==> src/rtl/bcd_to_bin_if.sv <==
// rtl/bcd_to_bin_if.sv - digit request / binary result bundle for bcd_to_bin
interface bcd_to_bin_if;
   logic        start;
   logic [3:0]  one;
   logic [3:0]  ten;
   logic [3:0]  hundred;
   logic [3:0]  thousand;
   logic [3:0]  tenThousand;
   logic [3:0]  hundredThousand;
   logic [3:0]  mil;
   logic [3:0]  tenMil;
   logic        busy;
   logic        done;
   logic [26:0] number;
   logic        err;

   modport master (
      output start, one, ten, hundred, thousand,
             tenThousand, hundredThousand, mil, tenMil,
      input  busy, done, number, err
   );

   modport slave (
      input  start, one, ten, hundred, thousand,
             tenThousand, hundredThousand, mil, tenMil,
      output busy, done, number, err
   );
endinterface

==> src/rtl/bcd_to_bin.sv <==
// rtl/bcd_to_bin.sv - 8-digit BCD to 27-bit binary, reverse double dabble
// Optional invalid-digit checking: define BCD2BIN_DIGIT_CHECK_EN.
module bcd_to_bin (
   input logic         clk,
   input logic         rst,
   bcd_to_bin_if.slave bus
);

   typedef enum logic [1:0] {
      IDLE  = 2'd0,
      SHIFT = 2'd1,
      DONE  = 2'd2
   } state_t;

   state_t      state_q, state_d;
   logic [4:0]  cnt_q, cnt_d;
   logic [58:0] work_q, work_d;
   logic [26:0] number_q, number_d;
   logic        done_q, done_d;
   logic        busy_q, busy_d;
   logic [58:0] shifted;
   logic [58:0] corrected;
   logic [31:0] cap_bcd;

   assign cap_bcd = {bus.tenMil, bus.mil, bus.hundredThousand, bus.tenThousand,
                     bus.thousand, bus.hundred, bus.ten, bus.one};

`ifdef BCD2BIN_DIGIT_CHECK_EN
   logic invalid_q, invalid_d;
   logic err_q, err_d;
   logic cap_bad;

   always_comb begin
      cap_bad = 1'b0;
      for (int i = 0; i < 8; i++) begin
         if (cap_bcd[4*i +: 4] > 4'd9) cap_bad = 1'b1;
      end
   end
`endif

   // Shift the whole {bcd, bin} word right, then pull each BCD nibble back by 3 if >= 8.
   always_comb begin
      shifted   = {1'b0, work_q[58:1]};
      corrected = shifted;
      for (int i = 0; i < 8; i++) begin
         if (shifted[27 + 4*i +: 4] >= 4'd8) begin
            corrected[27 + 4*i +: 4] = shifted[27 + 4*i +: 4] - 4'd3;
         end
      end
   end

   always_comb begin
      state_d  = state_q;
      cnt_d    = cnt_q;
      work_d   = work_q;
      number_d = number_q;
      done_d   = 1'b0;
`ifdef BCD2BIN_DIGIT_CHECK_EN
      invalid_d = invalid_q;
      err_d     = err_q;
`endif
      case (state_q)
         IDLE: begin
            if (bus.start) begin
               work_d  = {cap_bcd, 27'd0};
               cnt_d   = 5'd0;
               state_d = SHIFT;
`ifdef BCD2BIN_DIGIT_CHECK_EN
               invalid_d = cap_bad;
`endif
            end
         end
         SHIFT: begin
            work_d = corrected;
            cnt_d  = cnt_q + 5'd1;
            if (cnt_q == 5'd26) state_d = DONE;
         end
         DONE: begin
            done_d   = 1'b1;
            state_d  = IDLE;
`ifdef BCD2BIN_DIGIT_CHECK_EN
            err_d    = invalid_q;
            number_d = invalid_q ? 27'd0 : work_q[26:0];
`else
            number_d = work_q[26:0];
`endif
         end
         default: state_d = IDLE;
      endcase
      busy_d = (state_d != IDLE);
   end

   always_ff @(posedge clk) begin
      if (rst) begin
         state_q  <= IDLE;
         cnt_q    <= 5'd0;
         work_q   <= 59'd0;
         number_q <= 27'd0;
         done_q   <= 1'b0;
         busy_q   <= 1'b0;
      end else begin
         state_q  <= state_d;
         cnt_q    <= cnt_d;
         work_q   <= work_d;
         number_q <= number_d;
         done_q   <= done_d;
         busy_q   <= busy_d;
      end
   end

`ifdef BCD2BIN_DIGIT_CHECK_EN
   always_ff @(posedge clk) begin
      if (rst) begin
         invalid_q <= 1'b0;
         err_q     <= 1'b0;
      end else begin
         invalid_q <= invalid_d;
         err_q     <= err_d;
      end
   end

   assign bus.err = err_q;
`else
   assign bus.err = 1'b0;
`endif

   assign bus.busy   = busy_q;
   assign bus.done   = done_q;
   assign bus.number = number_q;

endmodule

==> src/flat_wrapper.sv <==
// flat-port wrapper written by rule: the top's interface ports become plain ports
module bcd_to_bin_flat 
  (clk, rst, bus_start, bus_one, bus_ten, bus_hundred, bus_thousand, bus_tenThousand, bus_hundredThousand, bus_mil, bus_tenMil, bus_busy, bus_done, bus_number, bus_err);
  bcd_to_bin_if bus_i ();
  input logic clk;
  input logic rst;
  input wire logic [$bits(bus_i.start)-1:0] bus_start;
  input wire logic [$bits(bus_i.one)-1:0] bus_one;
  input wire logic [$bits(bus_i.ten)-1:0] bus_ten;
  input wire logic [$bits(bus_i.hundred)-1:0] bus_hundred;
  input wire logic [$bits(bus_i.thousand)-1:0] bus_thousand;
  input wire logic [$bits(bus_i.tenThousand)-1:0] bus_tenThousand;
  input wire logic [$bits(bus_i.hundredThousand)-1:0] bus_hundredThousand;
  input wire logic [$bits(bus_i.mil)-1:0] bus_mil;
  input wire logic [$bits(bus_i.tenMil)-1:0] bus_tenMil;
  output wire logic [$bits(bus_i.busy)-1:0] bus_busy;
  output wire logic [$bits(bus_i.done)-1:0] bus_done;
  output wire logic [$bits(bus_i.number)-1:0] bus_number;
  output wire logic [$bits(bus_i.err)-1:0] bus_err;
  assign bus_i.start = bus_start;
  assign bus_i.one = bus_one;
  assign bus_i.ten = bus_ten;
  assign bus_i.hundred = bus_hundred;
  assign bus_i.thousand = bus_thousand;
  assign bus_i.tenThousand = bus_tenThousand;
  assign bus_i.hundredThousand = bus_hundredThousand;
  assign bus_i.mil = bus_mil;
  assign bus_i.tenMil = bus_tenMil;
  assign bus_busy = bus_i.busy;
  assign bus_done = bus_i.done;
  assign bus_number = bus_i.number;
  assign bus_err = bus_i.err;
  bcd_to_bin u_core (.clk(clk), .rst(rst), .bus(bus_i));
endmodule
==> config.mk <==
export PLATFORM = sky130hd
export DESIGN_NAME = bcd_to_bin_flat
export DESIGN_NICKNAME = d
export VERILOG_FILES = /design/src/rtl/bcd_to_bin_if.sv /design/src/rtl/bcd_to_bin.sv /design/src/flat_wrapper.sv
export SDC_FILE = /design/constraint.sdc
export NUM_CORES = 1
export LEC_CHECK = 0
export ABC_AREA = 1
export BUFFER_PORTS_ARGS = -buffer_cell sky130_fd_sc_hd__buf_2
export CAP_MARGIN = 10
export CORE_AREA = 2 2 88 90
export CTS_BUF_LIST = sky130_fd_sc_hd__clkbuf_8
export DETAILED_ROUTE_END_ITERATION = 12
export DIE_AREA = 0 0 90 92
export GPL_TIMING_DRIVEN = 0
export MAX_ROUTING_LAYER = met4
export PLACE_DENSITY = 0.79
export SYNTH_ARGS = -nofsm -noshare
export SYNTH_HDL_FRONTEND = slang
export SYNTH_SLANG_ARGS = --single-unit
==> constraint.sdc <==
create_clock -name clk -period 1.4 [get_ports clk]
set_input_delay 0.28 -clock clk [delete_from_list [all_inputs] [get_ports clk]]
set_output_delay 0.28 -clock clk [all_outputs]
set_load 0.02 [all_outputs]
Word level (Yosys, flattened, before mapping)
Index checks and enable logic that the tools add are counted.
{"block": "classes", "n_addsub": 8, "n_reduce_logical": 4, "muxes": 15, "n_eq_ne": 4, "order_cmp": 7}
{"operator": "$pmux W59 S2", "n": 1}
{"operator": "$mux W59", "n": 1}
{"operator": "$ge A4 B4 Y1 const B", "n": 7}
{"operator": "$mux W4", "n": 7}
{"operator": "$sub A4 B2 Y4 const B", "n": 7}
{"operator": "$pmux W5 S2", "n": 1}
{"operator": "$add A5 B1 Y5 const B", "n": 1}
{"operator": "$eq A5 B5 Y1 const B", "n": 1}
{"operator": "$mux W5", "n": 1}
{"operator": "$mux W2", "n": 2}
{"operator": "$pmux W2 S2", "n": 1}
{"operator": "$reduce_bool A2 Y1", "n": 2}
{"operator": "$eq A2 B1 Y1 const B", "n": 1}
{"operator": "$eq A2 B2 Y1 const B", "n": 1}
{"operator": "$logic_not A2 Y1", "n": 1}
{"operator": "$ne A2 B2 Y1 const B", "n": 1}
{"operator": "$reduce_and A2 Y1", "n": 1}
{"operator": "$mux W1", "n": 1}
{"block": "word_totals", "reg_bits": 95, "output_inout_bits": 30, "inputBits": 35, "wordCells": 44}

Longest topological paths before layout
Gate-level depths: netlist of run 1.
{"block": "depth", "ltp_word": 4, "mapped_depth": 9, "mapped_depth_nobuf": 8}

Worst setup path before layout of run 1
OpenSTA, ideal clock, no wires.
{"block": "synth_path", "path_kind": "in2reg", "from": "input port rst", "to": "register u_core.work_q[12]", "arrival_time_ns": 0.980, "setup_time_ns": 0.129, "path_slack_ns": 0.291, "path_stages": 7, "required_time_ns": 1.271, "n_path_buf": 2, "path_cell_list": "clkbuf_1 -> inv_2 -> nand2_2 -> inv_1 -> buf_2 -> nand2_1 -> o31ai_1"}
{"item": "start: declaration", "line_no": "flat_wrapper.sv:6", "rtl": "input logic rst;"}
{"item": "end signal: assignment", "line_no": "bcd_to_bin.sv:104", "rtl": "work_q <= work_d;"}
{"item": "end: declaration", "line_no": "bcd_to_bin.sv:17", "rtl": "logic [58:0] work_q, work_d;"}

Final worst setup path of run 1
{"block": "layout_path", "from": "register u_core.state_q[1]", "to": "register u_core.work_q[46]"}
{"block": "layout_via", "elab_chain_cells": 3, "word_cells_on_any_way": 6, "classes_between": "eq/ne (2); mux (1); reduce/logical (3)"}
{"item": "start: declaration", "line_no": "bcd_to_bin.sv:15", "rtl": "state_t state_q, state_d;"}
{"item": "start signal: assignment", "line_no": "bcd_to_bin.sv:102", "rtl": "state_q <= state_d;"}
{"item": "$eq A2 B1 Y1 / $logic_not A2 Y1 (equally long branches)", "line_no": "bcd_to_bin.sv:62", "rtl": "case (state_q)"}
{"item": "$reduce_bool A2 Y1 (no line) / $ne A2 B2 Y1 (equally long branches)"}
{"item": "$reduce_and A2 Y1 (no line)"}
Several ways; a longest one is shown, not always the timed one.
A chain may end at the register's enable or synchronous reset.

==> results of run 1 <==
Yosys cell counts:
cell type | count | area [um^2]
sky130_fd_sc_hd__ha_1 | 16 | 200
sky130_fd_sc_hd__conb_1 | 1 | 3.75
sky130_fd_sc_hd__nand2_4 | 1 | 11.3
sky130_fd_sc_hd__buf_2 | 15 | 75.1
sky130_fd_sc_hd__nor3_1 | 1 | 5.00
sky130_fd_sc_hd__o21a_1 | 1 | 7.51
sky130_fd_sc_hd__dfxtp_1 | 95 | 1900
sky130_fd_sc_hd__buf_4 | 2 | 15.0
sky130_fd_sc_hd__nand2_2 | 3 | 18.8
sky130_fd_sc_hd__o21ai_0 | 80 | 400
sky130_fd_sc_hd__a21oi_1 | 62 | 310
sky130_fd_sc_hd__inv_4 | 1 | 6.26
sky130_fd_sc_hd__inv_2 | 4 | 15.0
sky130_fd_sc_hd__buf_6 | 3 | 33.8
sky130_fd_sc_hd__clkbuf_1 | 10 | 37.5
sky130_fd_sc_hd__clkbuf_2 | 4 | 20.0
sky130_fd_sc_hd__o31ai_1 | 11 | 82.6
sky130_fd_sc_hd__nor2_1 | 40 | 150
sky130_fd_sc_hd__nand3_1 | 38 | 190
sky130_fd_sc_hd__o21bai_1 | 1 | 7.51
sky130_fd_sc_hd__nand2_1 | 101 | 379
sky130_fd_sc_hd__xnor2_1 | 3 | 26.3
sky130_fd_sc_hd__o21ai_1 | 15 | 75.1
sky130_fd_sc_hd__inv_1 | 58 | 218
sky130_fd_sc_hd__nor2_2 | 1 | 6.26
critical path, stage by stage, from the launching register on:
cell and delay (ns):
sky130_fd_sc_hd__dfxtp_1 0.38, sky130_fd_sc_hd__inv_4 0.09, sky130_fd_sc_hd__nand2_4 0.09, sky130_fd_sc_hd__buf_6 0.14, sky130_fd_sc_hd__buf_2 0.22, sky130_fd_sc_hd__o21ai_0 0.14, sky130_fd_sc_hd__a21oi_1 0.19
power breakdown:
part           leakage (nW)  total [mW]  internal, mW  switching [mW]
Sequential            0.773        2.93          2.81           0.116
Clock                 0.109        1.91         0.903            1.00
Combinational          1.27       0.784         0.286           0.498
Total                  2.15        5.62          4.00            1.62
how the worst min path moves through the flow:
| stage | slack (ns) | cells after the start | to | from |
|---|---|---|---|---|
| finish | 0.18 | 3 | u_core.work_q[58] | bus_tenMil[3] |
| global route | 0.17 | 3 | u_core.work_q[58] | bus_tenMil[3] |
| CTS | 0.17 | 3 | u_core.work_q[58] | bus_tenMil[3] |
| detailed placement | 0.46 | 2 | u_core.work_q[58] | u_core.work_q[58] |
| global placement | 0.45 | 2 | u_core.work_q[26] | u_core.work_q[27] |
| floorplan | 0.43 | 2 | u_core.work_q[58] | bus_tenMil[3] |
routing by layer:
| metal | vias up | share of wire [%] |
|---|---|---|
| met5 | - | 0 |
| met4 | 0 | 2.1 |
| met3 | 20 | 6.5 |
| met2 | 156 | 49 |
| met1 | 1840 | 43 |
| li1 | 1983 | - |
layout make-up:
| type | count | area [um^2] |
|---|---|---|
| Clock buffer | 10 | 138 |
| Tap cell | 102 | 128 |
| Multi-Input combinational cell | 375 | 1880 |
| Inverter | 63 | 241 |
| Sequential cell | 95 | 1900 |
| Clock inverter | 6 | 76.3 |
| Timing Repair Buffer | 61 | 305 |
| Fill cell | 658 | 2580 |
| Buffer | 34 | 199 |
cell families (layout without fill, tap and decap cells):
kind of cell	after synthesis	count (layout)
and+or+nand+nor	185	185
AOI/OAI and AO/OA	170	170
buffers and inverters	97	174
DFF	95	95
adders and majority gates	16	16
xor gates and xnor gates	3	3
other	1	1
flip-flops by register name, summed over array words and instances, names as in the netlist:
name,flops
u_core.work_q,59
u_core.bus.number,27
u_core.cnt_q,5
u_core.state_q,2
u_core.bus.busy,1
u_core.bus.done,1
placed cells by master (no fill, tap or decap):
cell,Yosys,routed
sky130_fd_sc_hd__inv_4,1,2
sky130_fd_sc_hd__nor2_4,0,1
sky130_fd_sc_hd__dfxtp_2,0,1
sky130_fd_sc_hd__o21a_1,1,1
sky130_fd_sc_hd__a21oi_1,62,62
sky130_fd_sc_hd__nor3_1,1,1
sky130_fd_sc_hd__nor2_1,40,40
sky130_fd_sc_hd__nand2_1,101,101
sky130_fd_sc_hd__xnor2_1,3,3
sky130_fd_sc_hd__ha_1,16,16
sky130_fd_sc_hd__clkbuf_1,10,7
sky130_fd_sc_hd__conb_1,1,1
sky130_fd_sc_hd__clkinv_4,0,3
sky130_fd_sc_hd__nand2_4,1,1
sky130_fd_sc_hd__buf_4,2,2
sky130_fd_sc_hd__buf_2,15,72
sky130_fd_sc_hd__clkbuf_8,0,10
sky130_fd_sc_hd__inv_2,4,3
sky130_fd_sc_hd__clkbuf_4,0,3
sky130_fd_sc_hd__nand2_2,3,3
sky130_fd_sc_hd__o31ai_1,11,11
sky130_fd_sc_hd__o21ai_0,80,78
sky130_fd_sc_hd__clkbuf_2,4,7
sky130_fd_sc_hd__dfxtp_1,95,94
sky130_fd_sc_hd__inv_8,0,1
sky130_fd_sc_hd__nand3_1,38,38
sky130_fd_sc_hd__bufinv_16,0,1
sky130_fd_sc_hd__o21bai_1,1,1
sky130_fd_sc_hd__o21ai_1,15,17
sky130_fd_sc_hd__inv_1,58,58
sky130_fd_sc_hd__buf_6,3,4
sky130_fd_sc_hd__inv_6,0,1
repair_timing:
item                                    in CTS  in global routing
pin swaps                                    0                  0
endpoints found under the setup margin       3                 32
gates resized for setup                      1                 15
gates cloned                                 0                  0
hold buffers                                 0                  0
==> results.md, run 1 <==
- Outcome: completed
- Vias in the first global route: around 3900
- Count of state elements after synthesis: 95
- Number of unique standard cell types used by synthesis: 25
- Effective utilization at floorplan: 56.4%
- Number of nets in the layout: 690
- Area added between synthesis and finish: 16.0%
- Post-route worst hold slack: around 0.18 ns
- Fraction of final layout cells with drive strength greater than 1: about 18%
- Remaining antenna violation count: 0
- Antenna violations before repair: 0
- Mapped cell area: roughly 0.0042 mm^2
- Placer congestion estimate: approximately 0.95
- Final Hold Vio Count: 0
- Max Clock Skew: just under 0.007 ns
- Area of the core region: 0.00745 mm^2
- Average cell area after synthesis: between 7 and 8 um^2
- TNS Setup: 0 ns
- Detailed-router iteration count before antenna repair: 6
- Routing usage on met2: a little over two fifths
- Dominant combinational cell family by area after synthesis: compound AO/OA/AOI/OAI gates
- Required time at the endpoint of the critical path: approximately 1.7 ns
- TritonCTS clock tree: done
- Global-route usage over all layers: 26.6%
- Area of placed instances: ~0.0046 mm^2
- Worst Max-Slew Pin Slew: roughly 0.61 ns
- Global-route wire length before repair: 17500 um
- Busiest layer in global routing: met2
- Cell Pwr Density: between 1000 and 1500 mW/mm^2
- Slack of the worst reg-to-reg path: 0.08 ns
- Compound-Gate Fraction of Synth Area: 21.0%
- Endpoint kind of the worst setup timing path: flip-flop
- Clock buffers created by TritonCTS: 9
- Cell count after synthesis: approximately 570
- Highest clock rate: roughly 0.76 GHz
- Via count: between 3000 and 4000
- Setup-violating endpoint count in the final report: 0
- Number of setup buffers added after CTS: 0
- Area of the die: between 0.008 and 0.009 mm^2
- GR Layer Usage met3: under 10%
- Post-detailed-route wirelength per cell: approximately 14 um
- Fraction of the mapped netlist area in simple logic gates: a little under a fifth
- Total Power: between 5 and 6 mW
- Placed Instances: 730
- Count of routing violations after the opening detailed-route iteration: 169
- Fraction of the yosys area taken by sequential cells: 45.3%
- DPL Wire Length: approximately 7600 um
- Final Max Tran Viols: 0
- Vias per Instance: ~5.4
- Skew-Pair Late Insertion Delay: ~0.36 ns
- Pre-CTS setup slack: -0.0410 ns
- Maximum number of pins on one net before global-route repair: 18
- Max-cap violations: 0
- FF-to-FF Start: u_core.state_q[1]
- Maximum buffer depth of the clock tree: 2
- Met1 global-route usage: a little under a third
- Antenna cell count: 0
- Clock Pin Slew Worst Setup and Hold Paths: 0.10 ns
- Worst path setup slack after routing: about 0.076 ns
- R2R depth: 6
- Port Buf Inserts: just over 60
- DRC errors left: 0
- Beginning of the critical path: u_core.state_q[1]
- Non-filler cells, final: 746
- Critical path data arrival time: about 1.6 ns
- Reg-to-reg critical path endpoint: u_core.work_q[46]
- Time the final worst path needs with I/O delays and setup: about 1.3 ns
- Final std cell area, no fill: between 0.004 and 0.005 mm^2
- Drt total wl: roughly 11000 um
- Residual overflow from global routing: 0
- Max-slew headroom: approximately three fifths
- Maximum fanout along the worst path: 10
- Post-route fraction of the period consumed by the critical path: 94.6%
- Worst Path Class, Setup: reg2reg
- Net Count, Synth: approximately 620
- Hold crit path type: in2reg
- Synth Warn #: 0
- Worst IR drop on VDD: 0.000743 V
- XOR/XNOR Fraction of Synth Area: 0.626%
- Multiplexer area fraction after synthesis: 0%
- Final core area utilization: between 60% and 70%
- Number of levels in the clock H-tree: 3
- Critical Path Sink: u_core.work_q[46]
- CP startpoint kind: flip-flop
- Num Clock Sinks: 95
- Top Ports: between 60 and 70
- Die X: ~90 um
- Standard-cell row count: 32
- Root Buffer: sky130_fd_sc_hd__clkbuf_8
- Static leakage: 2.15 nW
- Die outline height: 92 um
- Adder and majority cell fraction of the synthesized area: around 4.8%
Note: power is estimated with default switching activity, not from simulation.
==> run 2, diff against run 1 <==
PLACE_DENSITY = 0.9   (was 0.79)
==> results.md, run 2 (synthesis gave the netlist of run 1 again) <==
- Fill cell count: 646 (-1.8%)
- Area of the die: 0.00828 mm^2 (unchanged)
- Post-route worst hold slack: 0.166 ns (-0.0128 ns)
- Endpoint kind of the worst setup timing path: flip-flop
- Met2 WL: 5200 um (+1.3%)
- Vias per Instance: 5.37 (+0.13%)
- Clock buffers created by TritonCTS: 9 (unchanged)
- Final core area utilization: 65.3% (-0.084 points)
- Time the final worst path needs with I/O delays and setup: 1.30 ns (-0.0213 ns)
- Flip-flop count of the largest register, all copies and words added: 59 (unchanged)
- Placer congestion estimate: 0.926 (-2.7%)
- RSZ-0062 raised after global routing: no
- Global-route usage over all layers: 26.9% (+0.26 points)
- Number of setup buffers added after CTS: 0 (unchanged)
- Worst Max-Slew Pin Slew: 0.594 ns (-0.0133 ns)
- Skew-Pair Late Insertion Delay: 0.37 ns (about the same)
- Antenna cell count: 0 (unchanged)
- Fraction of final layout cells with drive strength greater than 1: 17.9% (unchanged)
- Port Buf Inserts: 61 (unchanged)
- TritonCTS clock tree: done
- Detailed-router iteration count before antenna repair: 6 (unchanged)
- Clock Pin Slew Worst Setup and Hold Paths: 0.09 ns (about the same)
- Detailed route wirelength on metal3: 610 um (-11%)
- Maximum number of pins on one net before global-route repair: 17 (-1)
- Max-slew headroom: 60.4% (+0.89 points)
- Die X: 90 um (unchanged)
- Antenna violations before repair: 0 (unchanged)
- Final Hold Vio Count: 0 (unchanged)
- Count of routing violations after the opening detailed-route iteration: 241 (+43%)
- Root Buffer: sky130_fd_sc_hd__clkbuf_8
- Max Clock Skew: 0.0135 ns (+0.00668 ns)
- TNS Setup: 0 ns (unchanged)
- Hold crit path type: in2reg
- Setup-violating endpoint count in the final report: 0 (unchanged)
- Worst Path Class, Setup: reg2reg
- Critical path data arrival time: 1.57 ns (-0.04 ns)
- CP startpoint kind: flip-flop
- Drt total wl: 10600 um (+0.63%)
- Max-cap violations: 0 (unchanged)
- Residual overflow from global routing: 0 (unchanged)
- DRC errors left: 0 (unchanged)
- M1 WL: 4500 um (-0.51%)
- Static leakage: 2.14 nW (-0.37%)
- Num Clock Sinks: 95 (unchanged)
- Outcome: completed
- Final Max Tran Viols: 0 (unchanged)
- Total Power: 5.66 mW (+0.77%)
- Highest clock rate: 0.768 GHz (+1.6%)
- Remaining antenna violation count: 0 (unchanged)
- Highest-count cells in the layout ignoring fill and taps: sky130_fd_sc_hd__nand2_1, sky130_fd_sc_hd__dfxtp_1, sky130_fd_sc_hd__o21ai_0, sky130_fd_sc_hd__buf_2, sky130_fd_sc_hd__a21oi_1
- Die outline height: 92 um (unchanged)
- Number of nets in the layout: 690 (unchanged)
- Number of levels in the clock H-tree: 3 (unchanged)
- Uppermost metal layer occupied by signal nets: met4
- Top Ports: 65 (unchanged)
- R2R depth: 6 (unchanged)
- Maximum buffer depth of the clock tree: 2 (unchanged)
- Post-route fraction of the period consumed by the critical path: 93.1% (-1.5 points)
- Pre-CTS setup slack: 0.00581 ns (+0.0468 ns)
- Via count: 4004 (+0.13%)
- Area of the core region: 0.00745 mm^2 (unchanged)
- Worst path setup slack after routing: 0.0972 ns (+0.0213 ns)
- DPL Wire Length: 7490 um (-1.1%)
- Required time at the endpoint of the critical path: 1.66 ns (-0.03 ns)
- Biggest register: u_core.work_q
- Cell Pwr Density: 1160 mW/mm^2 (+0.90%)
- Global-route wire length before repair: 17500 um (+0.47%)
- Hold Path Depth: 3 (unchanged)
- Leading cell type in the layout, fill and taps excluded: sky130_fd_sc_hd__nand2_1
- Area added between synthesis and finish: 15.9%
- Effective utilization at floorplan: 56.4% (unchanged)
- Standard-cell row count: 32 (unchanged)
- Vias in the first global route: 3816 (-1.2%)
- Maximum fanout along the worst path: 10 (unchanged)
- Worst IR drop on VDD: 0.000749 V (+0.70%)
- Post-detailed-route wirelength per cell: 14.2 um (+0.63%)
## run 2: changes by cell type in the layout (fill, tap and decap cells not counted)
cell,previous run,this run
sky130_fd_sc_hd__clkinv_4,3,0
sky130_fd_sc_hd__buf_4,2,3
sky130_fd_sc_hd__inv_8,1,0
sky130_fd_sc_hd__inv_6,1,2
sky130_fd_sc_hd__o21ai_0,78,77
sky130_fd_sc_hd__buf_6,4,3
sky130_fd_sc_hd__clkbuf_4,3,2
sky130_fd_sc_hd__clkbuf_8,10,11
sky130_fd_sc_hd__o21ai_1,17,18
sky130_fd_sc_hd__clkinvlp_4,0,2
sky130_fd_sc_hd__buf_2,72,73
## run 2: cell type report
class | instances | area, um^2 | area share (%)
inverters | 63 | 241 | 4.97
plain buffers | 34 | 193 | 3.96
clock buffers | 11 | 151 | 3.11
multi-input cells | 375 | 1880 | 38.6
repair buffers | 61 | 305 | 6.28
well taps | 102 | 128 | 2.62
flip-flops and latches | 95 | 1900 | 39.1
clock inverters | 5 | 62.6 | 1.29
## run 2: stage by stage
stage	instances	instance area (um^2)
global route	746	4860
detailed placement	730	4630
floorplan	567	4200
CTS	746	4840
finish	746	4860
global placement	730	4630
## run 2: worst max-delay path, stage by stage (launching register included)
cell                       delay (ns)
sky130_fd_sc_hd__dfxtp_2         0.39
sky130_fd_sc_hd__inv_1           0.07
sky130_fd_sc_hd__nand2_1         0.17
sky130_fd_sc_hd__inv_2           0.10
sky130_fd_sc_hd__clkbuf_2        0.21
sky130_fd_sc_hd__o21ai_0         0.20
sky130_fd_sc_hd__a21oi_1         0.06
## run 2: layer usage
metal / vias up / GRT usage (%)
met5: - / -
met4: 0 / 11.5
met2: 138 / 44.4
li1: 1980 / -
met1: 1856 / 32.4
met3: 30 / 5.01
## run 2: what timing repair did
action / in CTS / in global routing
endpoints found under the setup margin: 0 / 29
resized for setup: 0 / 16
hold buffers: 0 / 0
## run 2: path summary, 6_finish.rpt
| path | end | startpoint | slack [ns] |
|---|---|---|---|
| worst min register to register | u_core.work_q[2] | u_core.work_q[2] | 0.48 |
| worst max register to register | u_core.bus.number[16] | u_core.state_q[0] | 0.1 |
| worst max-delay path | u_core.bus.number[16] | u_core.state_q[0] | 0.1 |
| worst min-delay path | u_core.work_q[58] | bus_tenMil[3] | 0.17 |
## run 2: where the power goes
group	internal (mW)	total, mW	switching (mW)	leakage [nW]
clock	0.936	1.96	1.02	0.103
combinational	0.283	0.778	0.494	1.26
sequential	2.81	2.93	0.113	0.773
